[src/rtl/uart_tx_pkg.sv]
// Shared UART definitions: transmitter state encoding, frame constants and
// the clocks-per-bit computation also used by the receiver.
package uart_tx_pkg;

   typedef enum logic [1:0] {
      S_IDLE      = 2'd0,
      S_START     = 2'd1,
      S_SEND_BYTE = 2'd2,
      S_STOP      = 2'd3
   } uart_state_t;

   localparam int unsigned DATA_BITS = 32'd8;
   localparam int unsigned STOP_BITS = 32'd1;

   // Clocks per bit for a clock given in MHz; truncates like the receiver does.
   function automatic int unsigned calc_cycle(input int unsigned clk_mhz,
                                              input int unsigned baud);
      longint unsigned clk_hz;
      clk_hz = 64'(clk_mhz) * 64'd1000000;
      return 32'(clk_hz / 64'(baud));
   endfunction

endpackage

[src/rtl/uart_tx_fifo.sv]
// Single-clock transmit FIFO with show-ahead read data. Pointers carry one
// extra wrap bit so full and empty are distinguished without a counter.
module uart_tx_fifo #(
   parameter int unsigned DEPTH = 4,
   parameter int unsigned WIDTH = 8
) (
   input  logic             clk,
   input  logic             rst_n,
   input  logic             push,
   input  logic [WIDTH-1:0] push_data,
   input  logic             pop,
   output logic [WIDTH-1:0] pop_data,
   output logic             full,
   output logic             empty
);

   localparam int unsigned AW = $clog2(DEPTH);
   localparam logic [AW:0] PTR_ONE = {{AW{1'b0}}, 1'b1};

   logic [AW:0]      wr_ptr_r;
   logic [AW:0]      rd_ptr_r;
   logic [WIDTH-1:0] mem_r [DEPTH];
   logic             push_ok_s;
   logic             pop_ok_s;

   assign full      = (wr_ptr_r[AW] != rd_ptr_r[AW]) &&
                      (wr_ptr_r[AW-1:0] == rd_ptr_r[AW-1:0]);
   assign empty     = (wr_ptr_r == rd_ptr_r);
   assign push_ok_s = push && !full;
   assign pop_ok_s  = pop && !empty;
   assign pop_data  = mem_r[rd_ptr_r[AW-1:0]];

   // Pointer registers; reset flushes the FIFO by equalising them.
   always_ff @(posedge clk or negedge rst_n) begin
      if (!rst_n) begin
         wr_ptr_r <= '0;
         rd_ptr_r <= '0;
      end else begin
         if (push_ok_s) begin
            wr_ptr_r <= wr_ptr_r + PTR_ONE;
         end
         if (pop_ok_s) begin
            rd_ptr_r <= rd_ptr_r + PTR_ONE;
         end
      end
   end

   // Storage array; contents are don't-care until written.
   always_ff @(posedge clk) begin
      if (push_ok_s) begin
         mem_r[wr_ptr_r[AW-1:0]] <= push_data;
      end
   end

endmodule

[src/rtl/uart_tx.sv]
// Serial UART transmitter: bytes queued through a small FIFO are sent as
// one start bit, eight data bits LSB-first and one stop bit on tx_pin.
module uart_tx
   import uart_tx_pkg::*;
#(
   parameter int unsigned CLK_FREQUENCY = 50,
   parameter int unsigned BAUD_RATE     = 115200,
   parameter int unsigned FIFO_DEPTH    = 4
) (
   input  logic       clk,
   input  logic       rst_n,
   input  logic [7:0] tx_data,
   input  logic       tx_data_valid,
   output logic       tx_data_ready,
   output logic       tx_busy,
   output logic       tx_pin
);

   localparam int unsigned CYCLE      = calc_cycle(CLK_FREQUENCY, BAUD_RATE);
   localparam logic [15:0] CYCLE_LAST = 16'(CYCLE - 32'd1);
   localparam logic [2:0]  BIT_LAST   = 3'(DATA_BITS - 32'd1);

   uart_state_t state_r;
   uart_state_t state_s;
   logic [15:0] cycle_cnt_r;
   logic [15:0] cycle_cnt_s;
   logic [2:0]  bit_cnt_r;
   logic [2:0]  bit_cnt_s;
   logic [7:0]  shift_r;
   logic [7:0]  shift_s;
   logic        tx_pin_r;
   logic        pin_s;
   logic        pop_s;
   logic        push_s;
   logic        fifo_full_s;
   logic        fifo_empty_s;
   logic [7:0]  fifo_head_s;

   assign push_s        = tx_data_valid && !fifo_full_s;
   assign tx_data_ready = !fifo_full_s;
   assign tx_busy       = (state_r != S_IDLE) || !fifo_empty_s;
   assign tx_pin        = tx_pin_r;

   uart_tx_fifo #(
      .DEPTH (FIFO_DEPTH),
      .WIDTH (32'd8)
   ) u_fifo (
      .clk       (clk),
      .rst_n     (rst_n),
      .push      (push_s),
      .push_data (tx_data),
      .pop       (pop_s),
      .pop_data  (fifo_head_s),
      .full      (fifo_full_s),
      .empty     (fifo_empty_s)
   );

   // Next-state, counter and shift-register logic for the frame sequencer.
   always_comb begin
      state_s     = state_r;
      cycle_cnt_s = cycle_cnt_r + 16'd1;
      bit_cnt_s   = bit_cnt_r;
      shift_s     = shift_r;
      pop_s       = 1'b0;
      case (state_r)
         S_IDLE: begin
            cycle_cnt_s = 16'd0;
            bit_cnt_s   = 3'd0;
            if (!fifo_empty_s) begin
               pop_s   = 1'b1;
               shift_s = fifo_head_s;
               state_s = S_START;
            end else begin
               state_s = S_IDLE;
            end
         end
         S_START: begin
            if (cycle_cnt_r == CYCLE_LAST) begin
               state_s     = S_SEND_BYTE;
               cycle_cnt_s = 16'd0;
            end else begin
               state_s = S_START;
            end
         end
         S_SEND_BYTE: begin
            if (cycle_cnt_r == CYCLE_LAST) begin
               cycle_cnt_s = 16'd0;
               if (bit_cnt_r == BIT_LAST) begin
                  state_s   = S_STOP;
                  bit_cnt_s = 3'd0;
               end else begin
                  bit_cnt_s = bit_cnt_r + 3'd1;
                  shift_s   = {1'b0, shift_r[7:1]};
               end
            end else begin
               state_s = S_SEND_BYTE;
            end
         end
         S_STOP: begin
            if (cycle_cnt_r == CYCLE_LAST) begin
               state_s     = S_IDLE;
               cycle_cnt_s = 16'd0;
            end else begin
               state_s = S_STOP;
            end
         end
         default: begin
            state_s     = S_IDLE;
            cycle_cnt_s = 16'd0;
            bit_cnt_s   = 3'd0;
         end
      endcase
   end

   // The pin register reflects the state being entered, so it changes on the same edge.
   always_comb begin
      pin_s = 1'b1;
      case (state_s)
         S_START:     pin_s = 1'b0;
         S_SEND_BYTE: pin_s = shift_s[0];
         default:     pin_s = 1'b1;
      endcase
   end

   // Sequencer state, counters, shift register and glitch-free pin register.
   always_ff @(posedge clk or negedge rst_n) begin
      if (!rst_n) begin
         state_r     <= S_IDLE;
         cycle_cnt_r <= 16'd0;
         bit_cnt_r   <= 3'd0;
         shift_r     <= 8'h00;
         tx_pin_r    <= 1'b1;
      end else begin
         state_r     <= state_s;
         cycle_cnt_r <= cycle_cnt_s;
         bit_cnt_r   <= bit_cnt_s;
         shift_r     <= shift_s;
         tx_pin_r    <= pin_s;
      end
   end

endmodule

[config.mk]
export PLATFORM = sky130hd
export DESIGN_NAME = uart_tx
export DESIGN_NICKNAME = d
export VERILOG_FILES = /design/src/rtl/uart_tx_pkg.sv /design/src/rtl/uart_tx_fifo.sv /design/src/rtl/uart_tx.sv
export SDC_FILE = /design/constraint.sdc
export NUM_CORES = 1
export LEC_CHECK = 0
export BUFFER_PORTS_ARGS = -buffer_cell sky130_fd_sc_hd__buf_2
export CAP_MARGIN = 20
export CELL_PAD_IN_SITES_DETAIL_PLACEMENT = 1
export CELL_PAD_IN_SITES_GLOBAL_PLACEMENT = 2
export CORE_AREA = 2 2 91 93
export CTS_CLUSTER_DIAMETER = 80
export DETAILED_ROUTE_END_ITERATION = 12
export DIE_AREA = 0 0 93 95
export PLACE_DENSITY_LB_ADDON = 0.1
export SETUP_SLACK_MARGIN = 0.4
export SYNTH_ARGS = -nofsm -noshare
export SYNTH_HDL_FRONTEND = slang
export SYNTH_SLANG_ARGS = --single-unit
[constraint.sdc]
create_clock -name clk -period 2.8 [get_ports clk]
set_clock_uncertainty 0.15 [all_clocks]
set_input_delay 0.56 -clock clk [delete_from_list [all_inputs] [get_ports clk]]
set_output_delay 0.56 -clock clk [all_outputs]
set_load 0.01 [all_outputs]
# ---- Word level (Yosys, flattened, before mapping)
# Memories as Yosys holds them, arrays and structs flattened.
# Cells that the tools add are included.
dict set report totals {
  ff_bits 36
  ram_bits 32
  inputBits 11
  out_inout_bits 3
  elab_cells 59
  n_memories 1
}
# memory words word_bits rd rd_ports_with_merged_regs write_ports line_no
set memory_table {}
lappend memory_table {u_fifo.mem_r 4 8 1 0 1 uart_tx_fifo.sv:22} ;# logic [WIDTH-1:0] mem_r [DEPTH];
dict set report classes {
  add_sub_neg 4
  eq_ne 13
  muxes 20
  n_reduce_logical 13
}
# op count
set ops {}
lappend ops {{one-hot mux 16 bit (2 select lines)} 1}
lappend ops {{two-way mux 8 bit} 3}
lappend ops {{adder 16 x 1 -> 16 bit, second input constant} 1}
lappend ops {{== test 16 x 9 -> 1 bit, second input constant} 1}
lappend ops {{two-way mux 16 bit} 1}
lappend ops {{one-hot mux 8 bit (2 select lines)} 1}
lappend ops {{adder 3 x 1 -> 3 bit, second input constant} 3}
lappend ops {{two-way mux 2 bit} 4}
lappend ops {{one-hot mux 2 bit (4 select lines)} 1}
lappend ops {{== test 2 bit, second input constant} 3}
lappend ops {{two-way mux 3 bit} 2}
lappend ops {{!= test 2 bit, second input constant} 3}
lappend ops {{one-hot mux 3 bit (2 select lines)} 1}
lappend ops {{two-way mux 1 bit} 5}
lappend ops {{== test 2 x 1 -> 1 bit, second input constant} 2}
lappend ops {{logical AND 1 bit} 4}
lappend ops {{AND reduction 4 bit} 1}
lappend ops {{nonzero test 2 bit} 2}
lappend ops {{== test 3 bit} 1}
lappend ops {{== test 3 bit, second input constant} 1}
lappend ops {{OR reduction 3 bit} 1}
lappend ops {{== test 2 bit} 1}
lappend ops {{logical NOT 1 bit} 2}
lappend ops {{logical NOT 2 bit} 1}
lappend ops {{4 further kinds} 4}

# ---- Depth between registers and ports, before layout
# Gate-level depths: netlist of the first run.
dict set report depth {
  word_depth 7
  mapped_depth 8
  ltp_nobuf 7
}

# ---- Cells and area by module
# From an unflattened synthesis of the first run, not the netlist that was laid out.
dict set report hier_totals {
  hier_cells 250
  hier_area_um2 3228.1
}
# mod instances cells_per_inst area_per_inst_um2 seq_area_each_um2
set by_module_without_submodules {}
lappend by_module_without_submodules {uart_tx_fifo 1 93 1684.1 1111.1}
lappend by_module_without_submodules {uart_tx 1 157 1544.0 752.0}

# ---- Worst setup path after synthesis of the first run
# OpenSTA, ideal clock, no wires.
dict set report synth_timing {
  path_kind {register to register}
  start {register cycle_cnt_r[11]}
  end {register shift_r[1]}
  setup_ns 0.126
  arrival_time_ns 2.113
  required_time_ns 2.524
  slack_ns 0.411
  stages_incl_launch_ff 7
  path_buffers 1
  synth_period_minus_slack_ns 2.389
  cell_sequence {dfrtp_1 -> or4_4 -> or4_4 -> buf_6 -> nor2_2 -> o21ai_2 -> a221o_1}
}
dict set report synth_between {
  elab_chain_cells 3
}
# element line_no
set synth_rtl {}
lappend synth_rtl {{start: declaration} uart_tx.sv:25} ;# logic [15:0] cycle_cnt_r;
lappend synth_rtl {{start signal: assignment} uart_tx.sv:135} ;# cycle_cnt_r <= cycle_cnt_s;
lappend synth_rtl {{== test 16 x 9 -> 1 bit} uart_tx.sv:86} ;# if (cycle_cnt_r == CYCLE_LAST) begin
lappend synth_rtl {{!= test 2 bit (no source line)} -}
lappend synth_rtl {{AND reduction 4 bit (no source line)} -}
lappend synth_rtl {{end signal: assignment} uart_tx.sv:137} ;# shift_r <= shift_s;
lappend synth_rtl {{end: declaration} uart_tx.sv:29} ;# logic [7:0] shift_r;
# No other way between the ends.
# A chain may end at the register's enable or synchronous reset.

# ---- Worst setup path in the final report of the first run
dict set report layout_timing {
  start {register cycle_cnt_r[11]}
  end {register shift_r[7]}
}
# Same word-level chain as after synthesis.

==> qor.yml, run 1 <==
cp_slowest_cell: "or4_4"
p_leak_nw: 1.547
ys_ff_latch: 68
final_nets: 279
hold_class: "in -> async"
dieWidth_um: 93
rsz0062_at_grt: "yes"
cts.root.buffer_cell: "clkbuf_8"
crit_path_max_incr_delay_ps: 600
crit_path_end_kind: "flop"
crit_family: "simple AND/OR/NAND/NOR gates"
async_flop_share: 0.5294
portBuffers: 13
path_cells: "or4_4 > or4_4 > nor2_4 > o21ai_4 > buf_4 > a32o_1"
gp_congestion: 0.7355
grt_pass1_wl_um: 10360
grt_pass1_vias: 2062
stdcell_area_um2: 3672
hold_slack_ps: 175.6
antenna_cells: 0
finalHoldViolCount: 0
fmax_ghz: 0.4144
powerDensity_nw_per_um2: 679.5
start_kind: "flop"
hpwl_um: 4189
fillers: 825
grt_max_degree: 37
cts_num_sinks: 68
insertion_delay_ps: 330
drt_pass1_iterations: 4
maxCapViolations: 0
final_cell_mix: "33 x dfrtp_1, 32 x edfxtp_1, 22 x nor2_1"
drtIter0Drc: 61
synth_ff_type: "dfrtp_1"
worstSetupEndpoint: "shift_r[7]"
final_common_cell: "dfrtp_1"
die_height_um: 95
grt_usage: 0.1566
ant_nets: 0
drive_gt1_frac: 0.2917
wire_per_inst_um: 16.94
required_ps: 2870
synth_nets: 244
synth.avg_cell_area_um2: 13.61
drcViolationCount: 0
fin_util: 0.4632
placed_area_um2: 3236
cp-startpoint: "cycle_cnt_r[11]"
finalCriticalPeriod_ps: 2413
ff2ff_setup_slack_ps: 390
rr_worst_depth: 6
ys_types: 46
via_per_inst: 5.095
routed_wl_um: 6252
relSlewSlack: 0.4454
clkTransAtPathRegs_ps: 70
yosysWarnings: 0
antenna_found_initial: 0
cts_tree: "built"
std_cell_rows: 33
core_um2: 7928
ios: 14
path_buf_inv: 1
clock_path_buffers: 2
start_util: 0.3846
yosysSeqAreaShare: 0.6110
overflow: 0
r2r_start: "cycle_cnt_r[11]"
slew_viol_final: 0
finalSetupViolCount: 0
stdcell_count: 369
crit_cells: 6
vias: 1880
cp_common_cell: "or4_4"
finalCritPeriodShare: 0.8619
worstPathMaxFanout: 7
r2r_end: "shift_r[7]"
postSynthCellCount: 224
tightestPinTransition_ps: 831.8
synthesis.area_um2: 3049
placed_cells: 338
arrival_ps: 2480
worstSetupPathType: "reg -> reg"
area_growth_pct: 20.43
fin_setup_tns_ps: 0
vdd_drop_max_mv: 0.4021
cts.hold.buffers_added: 0
synth_edf_count: 32
multiInputGateArea_um2: 1201
area.sequential_um2: 1866
cts_buffers: 9
die-area_um2: 8835
htreeDepth: 3
status: "complete, no violations"
-- synth_stat cells, types with 2 or more instances --
| master | number | area share |
|---|---|---|
| a21bo_2 | 2 | 0.0066 |
| a221o_1 | 6 | 0.020 |
| a22o_1 | 3 | 0.0086 |
| and3_1 | 14 | 0.029 |
| buf_2 | 2 | 0.0033 |
| clkbuf_1 | 4 | 0.0049 |
| dfrtp_1 | 35 | 0.29 |
| edfxtp_1 | 32 | 0.32 |
| ha_1 | 9 | 0.037 |
| inv_1 | 5 | 0.0062 |
| mux4_2 | 8 | 0.059 |
| nand2_1 | 12 | 0.015 |
| nand2b_1 | 2 | 0.0041 |
| nand3_1 | 7 | 0.011 |
| nand4_1 | 5 | 0.010 |
| nor2_1 | 22 | 0.027 |
| nor3b_1 | 2 | 0.0049 |
| nor4_1 | 3 | 0.0062 |
| o21ai_0 | 2 | 0.0033 |
| or4_1 | 2 | 0.0049 |
| or4_4 | 2 | 0.0074 |
| xnor2_1 | 8 | 0.023 |
| xor2_1 | 14 | 0.040 |
-- cell type report --
class | instances | area share
inverter | 5 | 0.005111
clock buffer | 10 | 0.03475
tap | 105 | 0.03578
timing repair buffer | 32 | 0.05860
sequential | 68 | 0.5080
multi-input combinational | 143 | 0.3271
clock inverter | 6 | 0.03066
-- per-layer routing --
metal  global-route usage  wire length, µm  up-vias
li1                     -                -      901
met5                    0                0        -
met3              0.03432              125        4
met1               0.1876             2716      956
met2               0.2748             3360       19
met4              0.06373               49        0
-- flip-flops by register name, summed over array words and instances (netlist names) --
name             flops
shift_r              8
u_fifo.rd_ptr_r      3
bit_cnt_r            3
cycle_cnt_r         16
state_r              2
u_fifo.mem_r        32
tx_pin               1
u_fifo.wr_ptr_r      3
-- worst min path at each step --
stage                                    end  slack, ps
after floorplan                 bit_cnt_r[0]        110
after global placement    u_fifo.wr_ptr_r[2]        320
after detailed placement  u_fifo.wr_ptr_r[2]        330
after CTS                       bit_cnt_r[1]        190
after global routing            bit_cnt_r[0]        210
final                           bit_cnt_r[1]        180
-- what timing repair did --
action                     in CTS  in global routing
setup endpoints to repair      11                 27
gates resized for setup        12                  7
setup buffers                   8                  7
pin swaps                       3                 11
-- worst reg2reg max path: stages (launching register included) --
cell,delay (ps)
dfrtp_2,420
or4_4,550
or4_4,600
nor2_4,160
o21ai_4,100
buf_4,150
a32o_1,190
-- logic make-up (layout without fill, tap and decap cells) --
group	after synthesis	after routing	share of synthesized area
simple gates	83	83	0.1502
flops	68	68	0.6110
xor+xnor	22	22	0.06319
compound gates	19	19	0.05335
buf+inv	13	53	0.01928
mux	10	10	0.06606
fa+ha+maj	9	9	0.03693
-- where the power goes --
| group | total (mW) | internal, mW | switching (mW) |
|---|---|---|---|
| Sequential | 1.22 | 1.17 | 0.0526 |
| Clock | 0.961 | 0.594 | 0.368 |
| Combinational | 0.310 | 0.119 | 0.191 |
| Total | 2.50 | 1.88 | 0.612 |
-- through the flow --
stage,power [mW],setup WS (ps)
finish,2.495,386.8
global route,2.623,321.6
detailed placement,1.542,266.6
floorplan,1.417,411.2
global placement,1.504,240.8
CTS,2.528,400.4
Power figures use the tool's default switching activity.
==> run 2, diff against run 1 <==
--- a/config.mk
+++ b/config.mk
@@ -5,7 +5,7 @@
 export SDC_FILE = /design/constraint.sdc
 export NUM_CORES = 1
 export LEC_CHECK = 0
-export BUFFER_PORTS_ARGS = -buffer_cell sky130_fd_sc_hd__buf_2
+export BUFFER_PORTS_ARGS = -buffer_cell sky130_fd_sc_hd__buf_4
 export CAP_MARGIN = 20
 export CELL_PAD_IN_SITES_DETAIL_PLACEMENT = 1
 export CELL_PAD_IN_SITES_GLOBAL_PLACEMENT = 2
==> run 2 against run 1 <==
Clock-buffer cell count shrank 1. Utilization shrank 0.54 points. Design area shrank 1.2%. Sequential share of layout area grew 0.56 points. Sequential cell count is the same. Global-route usage grew 0.34 points. Critical path depth grew 1. Fmax shrank 0.29%. Non-clock buffer count shrank 3. Routed wire length grew 2.0%. Highest routed layer unchanged.
==> qor.yml, run 2 (same netlist as run 1, synthesis figures left out) <==
status: "complete, no violations"  # unchanged
antenna_found_initial: 0  # unchanged
crit_family: "simple AND/OR/NAND/NOR gates"  # unchanged
grt_pass1_vias: 2071  # was 2062
core_um2: 7928  # unchanged
drtIter0Drc: 44  # was 61
p_clk_frac: 0.347  # was 0.385
die_height_um: 95  # unchanged
via_per_inst: 5.238  # was 5.095
cts_num_sinks: 68  # unchanged
multiInputGateArea_um2: 1194  # was 1201 µm²
crit_cells: 7  # was 6
hold_class: "in -> async"  # unchanged
relSlewSlack: 0.5218  # was 0.4454
area.sequential_um2: 1864  # was 1866 µm²
cp_slowest_cell: "or4_4"  # unchanged
std_cell_rows: 33  # unchanged
p_switching_uw: 636.2  # was 611.6 µW
finalSetupViolCount: 0  # unchanged
routed_wl_um: 6377  # was 6252 µm
path_cells: "inv_1 > ha_2 > or3b_4 > or4_4 > nor2_4 > o21ai_4 > a221o_1"  # was or4_4 > or4_4 > nor2_4 > o21ai_4 > buf_4 > a32o_1
slew_viol_final: 0  # unchanged
final_nets: 276  # was 279
intPower_mw: 1.706  # was 1.884 mW
worstPathMaxFanout: 7  # unchanged
swShare: 0.2716  # was 0.2451
wire_per_inst_um: 17.42  # was 16.94 µm
portBuffers: 13  # unchanged
grt_usage: 0.1600  # was 0.1566
finalHoldViolCount: 0  # unchanged
required_ps: 2880  # was 2870 ps
crit_path_max_incr_delay_ps: 600  # about the same
drcViolationCount: 0  # unchanged
cts.hold.buffers_added: 0  # unchanged
placed_cells: 339  # was 338
vdd_drop_max_mv: 0.3512  # was 0.4021 mV
largest_reg_flops: 32  # unchanged
finalCriticalPeriod_ps: 2420  # was 2413 ps
cts_buffers: 9  # unchanged
final_cell_mix: "34 x dfrtp_1, 32 x edfxtp_1, 28 x buf_4"  # was 33 x dfrtp_1, 32 x edfxtp_1, 22 x nor2_1
finalCritPeriodShare: 0.8644  # was 0.8619
grt_max_degree: 37  # unchanged
path_buf_inv: 1  # unchanged
rsz0062_at_grt: "yes"  # unchanged
combPwrFrac: 0.133  # was 0.124
drive_gt1_frac: 0.2797  # was 0.2917
clock_path_buffers: 2  # unchanged
stdcell_count: 366  # was 369
final_common_cell: "dfrtp_1"  # unchanged
p_seq_frac: 0.520  # was 0.490
vias: 1917  # was 1880
maxCapViolations: 0  # unchanged
arrival_ps: 2500  # was 2480 ps
rr_worst_depth: 7  # was 6
die-area_um2: 8835  # unchanged
fin_util: 0.4579  # was 0.4632
htreeDepth: 3  # unchanged
hpwl_um: 4124  # was 4189 µm
area_growth_pct: 19.04  # was 20.43%
gp_congestion: 0.7259  # was 0.7355
cts.root.buffer_cell: "clkbuf_8"  # unchanged
fin_setup_tns_ps: 0  # unchanged
insertion_delay_ps: 350  # was 330 ps
start_kind: "flop"  # unchanged
clkTransAtPathRegs_ps: 80  # was 70 ps
ant_nets: 0  # unchanged
dieWidth_um: 93  # unchanged
cts_tree: "built"  # unchanged
hold_slack_ps: 3.411  # was 175.6 ps
antenna_cells: 0  # unchanged
overflow: 0  # unchanged
worstSetupPathType: "reg -> reg"  # unchanged
p_leak_nw: 1.533  # was 1.547 nW
place_ws_ps: 234.2  # was 266.6 ps
drt_pass1_iterations: 4  # unchanged
crit_path_end_kind: "flop"  # unchanged
powerDensity_nw_per_um2: 645.2  # was 679.5 nW/µm²
fin_ws_ps: 379.8  # was 386.8 ps
ios: 14  # unchanged
fillers: 823  # was 825
grt_pass1_wl_um: 10430  # was 10360 µm
tightestPinTransition_ps: 707.3  # was 831.8 ps
fmax_ghz: 0.4132  # was 0.4144 GHz
start_util: 0.3846  # unchanged
==> run 2: cell types whose count changed in the layout (fill, tap and decap cells not counted), sizes merged <==
cell      change
clkinvlp      +2
clkbuf        -1
buf           -3
bufinv        -2
inv           +1
==> run 2: worst paths after layout <==
kind / from / end / slack, ps
worst min-delay path: rst_n / state_r[1] / 3
worst min register to register: u_fifo.rd_ptr_r[2] / u_fifo.rd_ptr_r[2] / 340
min in group clk: tx_data[6] / u_fifo.mem_r[0][6] / 260
max in group asynchronous: rst_n / u_fifo.rd_ptr_r[1] / 2110
worst max register to register: cycle_cnt_r[1] / shift_r[1] / 380
worst max-delay path: cycle_cnt_r[1] / shift_r[1] / 380
==> run 2: layer usage <==
metal,track usage,wire [µm],vias to the layer above
met5,0,0,-
met4,0.05882,76,0
met3,0.05507,218,8
met2,0.2856,3405,32
met1,0.1772,2675,981
li1,-,-,896
==> run 2: power by group through the flow <==
stage | sequential, mW | combinational (mW) | clock (mW)
floorplan | 1.22 | 0.196 | 0
global placement | 1.23 | 0.285 | 0
detailed placement | 1.24 | 0.310 | 0
CTS | 1.22 | 0.319 | 0.841
global route | 1.23 | 0.355 | 0.883
finish | 1.22 | 0.312 | 0.813
==> run 2: per-stage QoR <==
step / power (mW) / cell area [µm²]
after floorplan: 1.417 / 3049
after global routing: 2.468 / 3630
after detailed placement: 1.547 / 3276
after CTS: 2.378 / 3586
after global placement: 1.513 / 3276
final: 2.342 / 3630
==> run 2: cell type report <==
type | count | area share
sequential | 68 | 0.5136
multi-input combinational | 143 | 0.3289
timing repair buffer | 29 | 0.06101
tap | 105 | 0.03619
clock buffer | 9 | 0.03413
clock inverter | 7 | 0.02103
inverter | 5 | 0.005171
==> run 2: timing repair <==
item / CTS / global route
setup endpoints to repair: 9 / 13
setup buffers: 7 / 4
pin swaps: 11 / 4
resized for setup: 12 / 3
